File: src/rtl/cam_pkg.sv
// Shared definitions for the camera capture window block: FSM state
// encoding, pixel format widths, default crop window and the byte-pair
// packing helper used by the pixel assembler.
package cam_pkg;

  // Capture FSM states.
  typedef enum logic [1:0] {
    IDLE       = 2'd0,
    WAIT_FRAME = 2'd1,
    FRAME      = 2'd2
  } cam_state_e;

  // Output pixel formats (width of the packed pixel).
  localparam int RGB444_W = 12;
  localparam int RGB565_W = 16;

  // Default crop window, in source pixels / lines.
  localparam int DEF_X_START = 0;
  localparam int DEF_WIN_W   = 320;
  localparam int DEF_Y_START = 0;
  localparam int DEF_WIN_H   = 240;

  // Width of the frame-skip count input.
  localparam int SKIP_W = 4;

  // Combine the two camera bytes of one pixel. RGB565 keeps both bytes;
  // RGB444 keeps only the low nibble of the first byte (xxxxRRRR GGGGBBBB).
  function automatic logic [15:0] pack_pixel(input logic [7:0] hi,
                                             input logic [7:0] lo,
                                             input int         width);
    logic [15:0] px;
    if (width == RGB565_W) begin
      px = {hi, lo};
    end else begin
      px = {4'h0, hi[3:0], lo};
    end
    return px;
  endfunction

endpackage

File: src/rtl/cam_capture_window_if.sv
// Byte-to-pixel stream between the capture control logic and the pixel
// assembler.
//
// Handshake: byte_en is a per-cycle qualifier for byte_data; there is no
// ready, the assembler consumes every qualified byte. pix_valid is a
// one-cycle strobe that is high in the same cycle as the second byte of a
// pair, with pix_data valid only while pix_valid is high. Dropping byte_en
// restarts pairing from the first byte.
interface cam_capture_window_if #(
  parameter int DATA_WIDTH = 12
) ();

  logic                  byte_en;
  logic [7:0]            byte_data;
  logic                  pix_valid;
  logic [DATA_WIDTH-1:0] pix_data;

  // Control side: supplies bytes, receives assembled pixels.
  modport master (
    output byte_en,
    output byte_data,
    input  pix_valid,
    input  pix_data
  );

  // Assembler side.
  modport slave (
    input  byte_en,
    input  byte_data,
    output pix_valid,
    output pix_data
  );

endinterface

File: src/rtl/cam_pixel_pack.sv
// Byte-pair assembler: toggles a phase bit on every qualified byte, latches
// the first (high) byte and presents the packed pixel alongside the second
// byte. A gap in byte_en discards a pending odd byte.
module cam_pixel_pack
  import cam_pkg::*;
#(
  parameter int DATA_WIDTH = RGB444_W
) (
  input  logic clk,
  input  logic reset_n,
  cam_capture_window_if.slave bus
);

  logic       phase_q;
  logic       phase_d;
  logic [7:0] hi_q;
  logic [7:0] hi_d;

  // Next phase and high-byte latch; phase returns to 0 whenever bytes stop.
  always_comb begin
    phase_d = 1'b0;
    hi_d    = hi_q;
    if (bus.byte_en) begin
      phase_d = ~phase_q;
      if (!phase_q) begin
        hi_d = bus.byte_data;
      end
    end
  end

  // Pixel is complete when a byte arrives in phase 1.
  always_comb begin
    bus.pix_valid = bus.byte_en & phase_q;
    bus.pix_data  = DATA_WIDTH'(pack_pixel(hi_q, bus.byte_data, DATA_WIDTH));
  end

  // Phase and high-byte registers.
  always_ff @(posedge clk or negedge reset_n) begin
    if (!reset_n) begin
      phase_q <= 1'b0;
      hi_q    <= 8'h00;
    end else begin
      phase_q <= phase_d;
      hi_q    <= hi_d;
    end
  end

endmodule

File: src/rtl/cam_capture_window.sv
// Camera capture with crop window. Tracks frames via VSYNC edges, assembles
// byte pairs into RGB444/RGB565 pixels, counts source pixels/lines and emits
// a registered write strobe with window-relative address for pixels inside
// the crop window. Signals the end of every captured frame.
//
// Optional feature macro: CAM_CAPTURE_FRAME_SKIP_EN adds i_skip and captures
// one frame out of every (i_skip + 1).
module cam_capture_window
  import cam_pkg::*;
#(
  parameter int DATA_WIDTH = RGB444_W,
  parameter int CAM_LINE   = 9,
  parameter int CAM_PIXEL  = 10,
  parameter int X_START    = DEF_X_START,
  parameter int WIN_W      = DEF_WIN_W,
  parameter int Y_START    = DEF_Y_START,
  parameter int WIN_H      = DEF_WIN_H
) (
  input  logic                  clk,
  input  logic                  reset_n,
  input  logic                  i_enable,
  input  logic                  i_vs,
  input  logic                  i_hs,
  input  logic [7:0]            i_data,
`ifdef CAM_CAPTURE_FRAME_SKIP_EN
  input  logic [SKIP_W-1:0]     i_skip,
`endif
  output logic [DATA_WIDTH-1:0] o_data_wr,
  output logic                  we,
  output logic [CAM_LINE-1:0]   o_line,
  output logic [CAM_PIXEL-1:0]  o_pixel,
  output logic                  o_frame_done,
  output logic                  o_busy
);

  if (DATA_WIDTH != RGB444_W && DATA_WIDTH != RGB565_W) begin : g_bad_width
    $error("cam_capture_window: DATA_WIDTH must be 12 (RGB444) or 16 (RGB565)");
  end

  // FSM and frame bookkeeping.
  cam_state_e state_q;
  logic       busy_q;
  logic       done_q;
  logic       cap_q;     // current frame is captured (not skipped)
`ifdef CAM_CAPTURE_FRAME_SKIP_EN
  logic [SKIP_W-1:0] skip_cnt_q;
`endif

  // Sync edge detection.
  logic vs_q, vs_d;
  logic hs_q, hs_d;
  logic vs_fall, vs_rise, hs_fall;
  logic in_frame;
  logic frame_entry;

  // Source counters.
  logic [CAM_PIXEL-1:0] pix_cnt_q, pix_cnt_d;
  logic [CAM_LINE-1:0]  line_cnt_q, line_cnt_d;
  logic                 pix_sat, line_sat;
  logic                 x_hit, y_hit, wr_hit;

  // Registered write port.
  logic                  we_q, we_d;
  logic [DATA_WIDTH-1:0] data_q, data_d;
  logic [CAM_LINE-1:0]   line_q, line_d;
  logic [CAM_PIXEL-1:0]  pixel_q, pixel_d;

  cam_capture_window_if #(.DATA_WIDTH(DATA_WIDTH)) pack_bus ();

  cam_pixel_pack #(
    .DATA_WIDTH(DATA_WIDTH)
  ) u_pack (
    .clk     (clk),
    .reset_n (reset_n),
    .bus     (pack_bus.slave)
  );

  // Sync edges and byte qualification. The cycle where VSYNC rises ends the
  // frame, so a byte seen then is not assembled (aborts a partial pixel).
  always_comb begin
    vs_d               = i_vs;
    hs_d               = i_hs;
    vs_fall            = vs_q & ~i_vs;
    vs_rise            = ~vs_q & i_vs;
    hs_fall            = hs_q & ~i_hs;
    in_frame           = (state_q == FRAME);
    frame_entry        = (state_q == WAIT_FRAME) & i_enable & vs_fall;
    pack_bus.byte_en   = in_frame & i_hs & ~vs_rise;
    pack_bus.byte_data = i_data;
  end

  // Window compare and saturation guard for the pixel completing this cycle.
  always_comb begin
    pix_sat  = (pix_cnt_q == '1);
    line_sat = (line_cnt_q == '1);
    x_hit    = (int'(pix_cnt_q) >= X_START) &&
               (int'(pix_cnt_q) <= X_START + WIN_W - 1);
    y_hit    = (int'(line_cnt_q) >= Y_START) &&
               (int'(line_cnt_q) <= Y_START + WIN_H - 1);
    wr_hit   = pack_bus.pix_valid & cap_q & ~pix_sat & ~line_sat & x_hit & y_hit;
  end

  // Saturating source counters: pixel counts completed pixels within a line,
  // line counts HREF falling edges within a frame.
  always_comb begin
    pix_cnt_d  = pix_cnt_q;
    line_cnt_d = line_cnt_q;
    if (!in_frame || !i_hs) begin
      pix_cnt_d = '0;
    end else if (pack_bus.pix_valid && !pix_sat) begin
      pix_cnt_d = pix_cnt_q + CAM_PIXEL'(1);
    end
    if (frame_entry) begin
      line_cnt_d = '0;
    end else if (in_frame && hs_fall && !line_sat) begin
      line_cnt_d = line_cnt_q + CAM_LINE'(1);
    end
  end

  // Write port: strobe for one cycle, data/address hold between writes.
  always_comb begin
    we_d    = wr_hit;
    data_d  = data_q;
    line_d  = line_q;
    pixel_d = pixel_q;
    if (wr_hit) begin
      data_d  = pack_bus.pix_data;
      line_d  = CAM_LINE'(int'(line_cnt_q) - Y_START);
      pixel_d = CAM_PIXEL'(int'(pix_cnt_q) - X_START);
    end
  end

  // Datapath registers.
  always_ff @(posedge clk or negedge reset_n) begin
    if (!reset_n) begin
      vs_q       <= 1'b0;
      hs_q       <= 1'b0;
      pix_cnt_q  <= '0;
      line_cnt_q <= '0;
      we_q       <= 1'b0;
      data_q     <= '0;
      line_q     <= '0;
      pixel_q    <= '0;
    end else begin
      vs_q       <= vs_d;
      hs_q       <= hs_d;
      pix_cnt_q  <= pix_cnt_d;
      line_cnt_q <= line_cnt_d;
      we_q       <= we_d;
      data_q     <= data_d;
      line_q     <= line_d;
      pixel_q    <= pixel_d;
    end
  end

  // Frame FSM with registered busy/done. Enable is only looked at outside
  // FRAME, so a frame in progress always runs to its VSYNC rise.
  always_ff @(posedge clk or negedge reset_n) begin
    if (!reset_n) begin
      state_q    <= IDLE;
      busy_q     <= 1'b0;
      done_q     <= 1'b0;
      cap_q      <= 1'b0;
`ifdef CAM_CAPTURE_FRAME_SKIP_EN
      skip_cnt_q <= '0;
`endif
    end else begin
      done_q <= 1'b0;
      case (state_q)
        IDLE: begin
          if (i_enable) begin
            state_q <= WAIT_FRAME;
          end
        end
        WAIT_FRAME: begin
          if (!i_enable) begin
            state_q <= IDLE;
          end else if (vs_fall) begin
            state_q <= FRAME;
`ifdef CAM_CAPTURE_FRAME_SKIP_EN
            // Capture when the skip count has run out, then reload it.
            if (skip_cnt_q == '0) begin
              cap_q      <= 1'b1;
              busy_q     <= 1'b1;
              skip_cnt_q <= i_skip;
            end else begin
              cap_q      <= 1'b0;
              busy_q     <= 1'b0;
              skip_cnt_q <= skip_cnt_q - SKIP_W'(1);
            end
`else
            cap_q  <= 1'b1;
            busy_q <= 1'b1;
`endif
          end
        end
        FRAME: begin
          if (vs_rise) begin
            done_q  <= cap_q;
            busy_q  <= 1'b0;
            state_q <= i_enable ? WAIT_FRAME : IDLE;
          end
        end
        default: begin
          state_q <= IDLE;
          busy_q  <= 1'b0;
        end
      endcase
    end
  end

  assign o_data_wr    = data_q;
  assign we           = we_q;
  assign o_line       = line_q;
  assign o_pixel      = pixel_q;
  assign o_frame_done = done_q;
  assign o_busy       = busy_q;

endmodule

File: config.mk
export PLATFORM = sky130hd
export DESIGN_NAME = cam_capture_window
export DESIGN_NICKNAME = d
export VERILOG_FILES = /design/src/rtl/cam_pkg.sv /design/src/rtl/cam_capture_window_if.sv /design/src/rtl/cam_pixel_pack.sv /design/src/rtl/cam_capture_window.sv
export SDC_FILE = /design/constraint.sdc
export NUM_CORES = 1
export LEC_CHECK = 0
export CORE_MARGIN = 5
export CORE_UTILIZATION = 45
export CTS_CLUSTER_SIZE = 30
export DETAILED_ROUTE_END_ITERATION = 12
export HOLD_SLACK_MARGIN = 0.03
export PLACE_DENSITY_LB_ADDON = 0.08
export SYNTH_ARGS = -nofsm -noshare
export SYNTH_HDL_FRONTEND = slang
export SYNTH_HIERARCHICAL = 1
export SYNTH_SLANG_ARGS = --single-unit
File: constraint.sdc
create_clock -name clk -period 2.5 [get_ports clk]
set_input_delay 0.625 -clock clk [delete_from_list [all_inputs] [get_ports clk]]
set_output_delay 0.625 -clock clk [all_outputs]
set_load 0.03 [all_outputs]
# [Yosys cells after proc, flatten, opt, wreduce, memory -nomap -nowiden]
# Cells that the tools add are included.
# Widths: inputs -> output; s select.
[classes] n_addsub=2 n_lt_le_gt_ge=2 n_eq_ne=9 muxes=17 bitwise_logic=21 n_reduce_logical=15
[op_table] operator="$mux 10" n=2
[op_table] operator="$mux 9" n=2
[op_table] operator="$and 1x1->1" n=13
[op_table] operator="$add 10x1->10 const B" n=1
[op_table] operator="$eq 10x10->1 const B" n=1
[op_table] operator="$le 10x9->1 const B" n=1
[op_table] operator="$add 9x1->9 const B" n=1
[op_table] operator="$eq 9x9->1 const B" n=1
[op_table] operator="$le 9x8->1 const B" n=1
[op_table] operator="$mux 2" n=4
[op_table] operator="$ne 2x2->1 const B" n=4
[op_table] operator="$not 1->1" n=8
[op_table] operator="$mux 1" n=7
[op_table] operator="$pmux 2 s3" n=1
[op_table] operator="$reduce_and 3->1" n=2
[op_table] operator="$logic_not 1->1" n=4
[op_table] operator="$reduce_and 4->1" n=1
[op_table] operator="$reduce_bool 2->1" n=2
[op_table] operator="$logic_and 1x1->1" n=3
[op_table] operator="$ne 3x3->1 const B" n=1
[op_table] operator="$pmux 1 s3" n=1
[op_table] operator="$eq 2x1->1 const B" n=1
[op_table] operator="$eq 2x2->1 const B" n=1
[op_table] operator="$logic_not 2->1" n=1
[op_table] operator="other kinds (2)" n=2
[word_totals] register_bits=63 in_bits=13 output_inout_bits=34 elab_cells=80

# [Logic depth before layout (Yosys ltp)]
[logic_depth] ltp_word=10 ltp_mapped=10 mapped_depth_nobuf=8

# [Cells and area by module]
# Netlist, hierarchy kept.
[by_module_without_submodules] module="cam_capture_window" n_inst=1 cells_each=197 area_each_um2=2593.7 seq_area_each_um2=1451.4
[by_module_without_submodules] module="cam_pixel_pack" n_inst=1 cells_each=20 area_each_um2=277.8 seq_area_each_um2=125.1

# [Worst setup path before layout]
# OpenSTA, ideal clock, no wires.
[synth_timing] kind="input-to-reg" from="in i_hs" to="reg data_q[0] (netlist: o_data_wr[0])" setup_time_ns=0.125 arrival_time_ns=2.184 required_time_ns=2.375 slack_ns=0.191 path_stages=9 path_buffers=2 cell_sequence="nand2_1 -> clkbuf_1 -> nor2_1 -> and2_2 -> and4bb_1 -> nand2_1 -> nor3_4 -> buf_6 -> mux2_4"
[synth_via] elab_chain_cells=8
[synth_lines] item="from (decl)" line_no="cam_capture_window.sv:23" text="input logic i_hs,"
[synth_lines] item="$and 1x1->1 (2 in a row)" line_no="cam_capture_window.sv:88" text="pack_bus.byte_en = in_frame & i_hs & ~vs_rise;"
[synth_lines] item="named net pack_bus.byte_en" line_no="cam_capture_window_if.sv:13" text="logic byte_en;"
[synth_lines] item="$and 1x1->1" line_no="cam_pixel_pack.sv:33" text="bus.pix_valid = bus.byte_en & phase_q;"
[synth_lines] item="named net pack_bus.pix_valid" line_no="cam_capture_window_if.sv:15" text="logic pix_valid;"
[synth_lines] item="$and 1x1->1 (5 in a row)" line_no="cam_capture_window.sv:100" text="wr_hit = pack_bus.pix_valid & cap_q & ~pix_sat & ~line_sat & x_hit & y_hit;"
[synth_lines] item="to (signal assigned)" line_no="cam_capture_window.sv:150" text="data_q <= data_d;"
[synth_lines] item="to (decl)" line_no="cam_capture_window.sv:64" text="logic [DATA_WIDTH-1:0] data_q, data_d;"
# The timed path passes the listed nets, and every way through them passes these cells.
# A chain may end at the register's enable or synchronous reset.

# [Final worst setup path]
[layout_timing] from="in i_hs" to="reg pixel_q[7] (netlist: o_pixel[7])"
[layout_via] elab_chain_cells=8
[layout_lines] item="$and 1x1->1 (2 in a row)" line_no="cam_capture_window.sv:88"
[layout_lines] item="named net pack_bus.byte_en" line_no="cam_capture_window_if.sv:13"
[layout_lines] item="$and 1x1->1" line_no="cam_pixel_pack.sv:33"
[layout_lines] item="named net pack_bus.pix_valid" line_no="cam_capture_window_if.sv:15"
[layout_lines] item="$and 1x1->1 (5 in a row)" line_no="cam_capture_window.sv:100"
[layout_lines] item="to (signal assigned)" line_no="cam_capture_window.sv:152" text="pixel_q <= pixel_d;"
[layout_lines] item="to (decl)" line_no="cam_capture_window.sv:66" text="logic [CAM_PIXEL-1:0] pixel_q, pixel_d;"
# The timed path passes the listed nets, and every way through them passes these cells.

==> flow_results.xml <==
<?xml version="1.0" encoding="UTF-8"?>
<metrics>
  <group name="outcome">
    <metric name="status" unit="">finished, final reports clean</metric>
  </group>
  <group name="logic_synthesis">
    <metric name="synth_area_per_cell" unit="um2">13.2</metric>
    <metric name="postSynthNetCount" unit="">233</metric>
    <metric name="synthDistinctLibCells" unit="">42</metric>
    <metric name="edff_count_synth" unit="">0</metric>
    <metric name="synth-main-ff-cell" unit="">dfrtp_1</metric>
    <metric name="netlist_instances" unit="">217</metric>
    <metric name="synth_seq_cells" unit="">63</metric>
    <metric name="synth.cell_area" unit="mm2">0.00287</metric>
    <metric name="yosys_warnings" unit="">6</metric>
    <metric name="synth.yosys.seq_area_share" unit="%">54.9</metric>
    <metric name="synthArstFlopShare" unit="%">100</metric>
  </group>
  <group name="worst_setup_path">
    <metric name="timing.critical_path.slowest_stage_cell" unit="">clkdlybuf4s50_1</metric>
    <metric name="timing.critical_path.buf_inv" unit="">2</metric>
    <metric name="critPathTopFamily" unit="">simple AND/OR/NAND/NOR gates</metric>
    <metric name="critical_path.endpoint_type" unit="">register</metric>
    <metric name="crit_path_start_kind" unit="">input pin</metric>
    <metric name="crit_fanout" unit="">9</metric>
    <metric name="worstPathCellList" unit="">clkdlybuf4s50_1, nand2_1, nor2_1, and2_2, and4bb_1, nand2_1, nor3_4, buf_4, mux2_4</metric>
    <metric name="ff2ff_setup_slack" unit="ns">0.29</metric>
    <metric name="worst-endpoint-required" unit="ns">2.72</metric>
    <metric name="ff2ff_path_depth" unit="">9</metric>
    <metric name="worst_path_largest_cell_delay" unit="ns">0.49</metric>
    <metric name="most_prevalent_standard_cell_on_the_critical_path" unit="">nand2_1</metric>
    <metric name="critical_path_arrival" unit="ns">2.54</metric>
    <metric name="worstReg2RegStart" unit="">line_cnt_q[0]</metric>
    <metric name="regToRegEndpoint" unit="">o_pixel[7]</metric>
    <metric name="critPathKind" unit="">in2reg</metric>
  </group>
  <group name="cells_and_area">
    <metric name="insertedDiodeCount" unit="">0</metric>
    <metric name="commonest_non_fill_non_tap_cell_in_the_layout" unit="">dfrtp_1</metric>
    <metric name="drive_above_1_share" unit="%">24.7</metric>
    <metric name="layout.cells.most_common_list" unit="">dfrtp_1 (63), clkdlybuf4s50_1 (45), mux2_4 (31)</metric>
    <metric name="multiInputGateArea" unit="mm2">0.00116</metric>
    <metric name="area_delta_synth_final" unit="%">28.2</metric>
    <metric name="filler_cell_count" unit="">516</metric>
    <metric name="num-nets-final" unit="">290</metric>
    <metric name="seqCellArea" unit="mm2">0.00158</metric>
    <metric name="layout.cells.non_filler" unit="">356</metric>
  </group>
  <group name="pwr">
    <metric name="cellLeakagePower" unit="uW">0.00164</metric>
    <metric name="power.density" unit="mW/mm2">625</metric>
    <metric name="peakVddDrop" unit="uV">445</metric>
    <metric name="power" unit="uW">2300</metric>
  </group>
  <group name="routing">
    <metric name="ant_nets" unit="">0</metric>
    <metric name="routed_length_per_placed_instance" unit="um">14.8</metric>
    <metric name="initialDrtViolationCount" unit="">60</metric>
    <metric name="drt_first_pass_iters" unit="">4</metric>
    <metric name="postRouteWirelength" unit="um">5250</metric>
    <metric name="via_count" unit="">1798</metric>
    <metric name="post_drt_via_cell_ratio" unit="">5.05</metric>
    <metric name="drt_drc_violations_left" unit="">0</metric>
  </group>
  <group name="timing">
    <metric name="finalWorstPathRequiredPeriod" unit="ns">2.31</metric>
    <metric name="fin_worst_hold_slack" unit="ns">0.288</metric>
    <metric name="timing_max_transition_violations_final" unit="">0</metric>
    <metric name="skew" unit="ns">0.00899</metric>
    <metric name="period_utilisation_layout" unit="%">92.6</metric>
    <metric name="setup_tns" unit="ns">0</metric>
    <metric name="max_clock_freq" unit="MHz">432</metric>
    <metric name="timing.final.hold_violations" unit="">0</metric>
    <metric name="tightestPinTransition" unit="ns">0.415</metric>
    <metric name="max_slew_margin" unit="%">72.1</metric>
    <metric name="rsz_0062_raised_after_global_routing" unit="">false</metric>
    <metric name="report.final.setup_viol" unit="">0</metric>
    <metric name="post-route-worst-setup-slack" unit="ns">0.185</metric>
  </group>
  <group name="clocking">
    <metric name="tritoncts_num_sinks" unit="">63</metric>
    <metric name="h-tree-depth" unit="">3</metric>
    <metric name="worst_skew_pair.late_latency" unit="ns">0.34</metric>
    <metric name="path_clk_slew" unit="ns">0.07</metric>
    <metric name="clockRootBuffer" unit="">clkbuf_8</metric>
    <metric name="cts.repair_timing.setup_buffer_count" unit="">0</metric>
    <metric name="tritoncts_clock_tree" unit="">yes</metric>
    <metric name="holdBufCountCts" unit="">0</metric>
    <metric name="cts_resized" unit="">0</metric>
    <metric name="clock_tree.buffer_depth" unit="">2</metric>
    <metric name="cts_buffers" unit="">9</metric>
  </group>
  <group name="die">
    <metric name="start_util" unit="%">45.7</metric>
    <metric name="core_area" unit="mm2">0.00628</metric>
    <metric name="io_pins" unit="">47</metric>
    <metric name="die_width" unit="um">89.9</metric>
    <metric name="row_count" unit="">29</metric>
    <metric name="die_height" unit="um">89.9</metric>
    <metric name="fp.dieArea" unit="mm2">0.00808</metric>
  </group>
  <group name="job">
    <metric name="drv.max_cap_violation_count" unit="">0</metric>
  </group>
  <group name="placement">
    <metric name="place_inst" unit="">340</metric>
    <metric name="post-dp-hpwl" unit="um">3490</metric>
    <metric name="dp_worst_setup_slack" unit="ns">-0.191</metric>
    <metric name="routabilityCongestion" unit="">0.778</metric>
    <metric name="port_buffers" unit="">46</metric>
  </group>
  <group name="grt">
    <metric name="grt_pass1_wl" unit="um">9180</metric>
    <metric name="global_route.usage.total" unit="%">13.9</metric>
    <metric name="congestion_overflow_gr" unit="">0</metric>
    <metric name="initial_antenna_violation_count" unit="">0</metric>
    <metric name="grt_start_max_net_pins" unit="">64</metric>
    <metric name="grt_pass1_vias" unit="">1902</metric>
  </group>
  <group name="worst_hold_path">
    <metric name="hp-class" unit="">in2async</metric>
  </group>
</metrics>
-- power breakdown --
group | internal (uW) | switching (uW) | total [uW]
clock | 686 | 398 | 1080
sequential | 1050 | 20.1 | 1070
combinational | 81.3 | 63.2 | 144
total | 1820 | 482 | 2300
-- stage by stage --
stage	area [um2]	util, %
floorplan	2870	-
global placement	3440	54.8
detailed placement	3440	54.8
CTS	3680	58.7
global route	3680	58.7
finish	3680	58.7
-- worst register-to-register path, delay by kind of cell, from the launching register on --
| kind | cells | cell delay [ns] |
|---|---|---|
| flops | 1 | 0.38 |
| fa+ha+maj | 2 | 0.45 |
| simple gates | 5 | 0.68 |
| buf+inv | 1 | 0.26 |
| mux | 1 | 0.32 |
-- final cells by class --
cell class	instances	share of cell area, %
clock buffers	10	3.74
flip-flops and latches	63	42.8
inverters	2	0.204
clock inverters	6	2.92
repair buffers	61	16.1
multi-input cells	137	31.6
well taps	77	2.62
-- how the worst max path moves through the flow --
stage,from,end,cells past startpoint
2_1_floorplan,i_hs,o_data_wr[0],9
3_3_place_gp,i_hs,o_pixel[7],9
3_5_place_dp,i_hs,o_pixel[7],9
4_1_cts,i_hs,o_pixel[7],9
5_1_grt,i_hs,o_pixel[7],9
6_report,i_hs,o_pixel[7],9
-- synth_stat cells, types with 2 or more instances --
master	number	area (um2)
dfrtp_1	63	1580
mux2_4	31	465
nor2_1	20	75.1
xnor2_1	9	78.8
buf_4	8	60.1
nand2_1	8	30.0
nand3_1	7	35.0
nor2b_1	7	43.8
buf_6	5	56.3
nand4_1	5	31.3
nor3_1	4	20.0
nor4_1	4	25.0
and3_1	3	18.8
ha_1	3	37.5
o21ai_0	3	15.0
a211oi_1	2	15.0
a22o_1	2	17.5
clkbuf_1	2	7.51
inv_1	2	7.51
mux2_2	2	22.5
mux2i_1	2	20.0
nand4b_1	2	17.5
o2111ai_1	2	17.5
o31ai_1	2	15.0
xor2_1	2	17.5
-- metal layers --
metal  track usage (%)  vias up  share of wire [%]
li1                  -      872                  -
met1              19.1      885                 50
met2              20.1       33                 44
met3              4.92        8                4.6
met4              5.58        0                1.4
met5                 0        -                  0
-- cell families after synthesis --
logic type	synth area share (%)
buffers and inverters	4.58
adders and majority gates	1.31
AOI/OAI and AO/OA	4.71
muxes	17.7
and+or+nand+nor	13.5
DFF	54.9
xor gates and xnor gates	3.36
-- state kept, by name, indices dropped and copies added, names as in the netlist --
register and flops:
o_data_wr 12, o_pixel 10, pix_cnt_q 10, line_cnt_q 9, o_line 9, u_pack/hi_q 4, state_q 2, cap_q 1
hs_q 1, o_busy 1, o_frame_done 1, u_pack/phase_q 1, vs_q 1, we 1
Note: power is estimated with default switching activity, not from simulation.
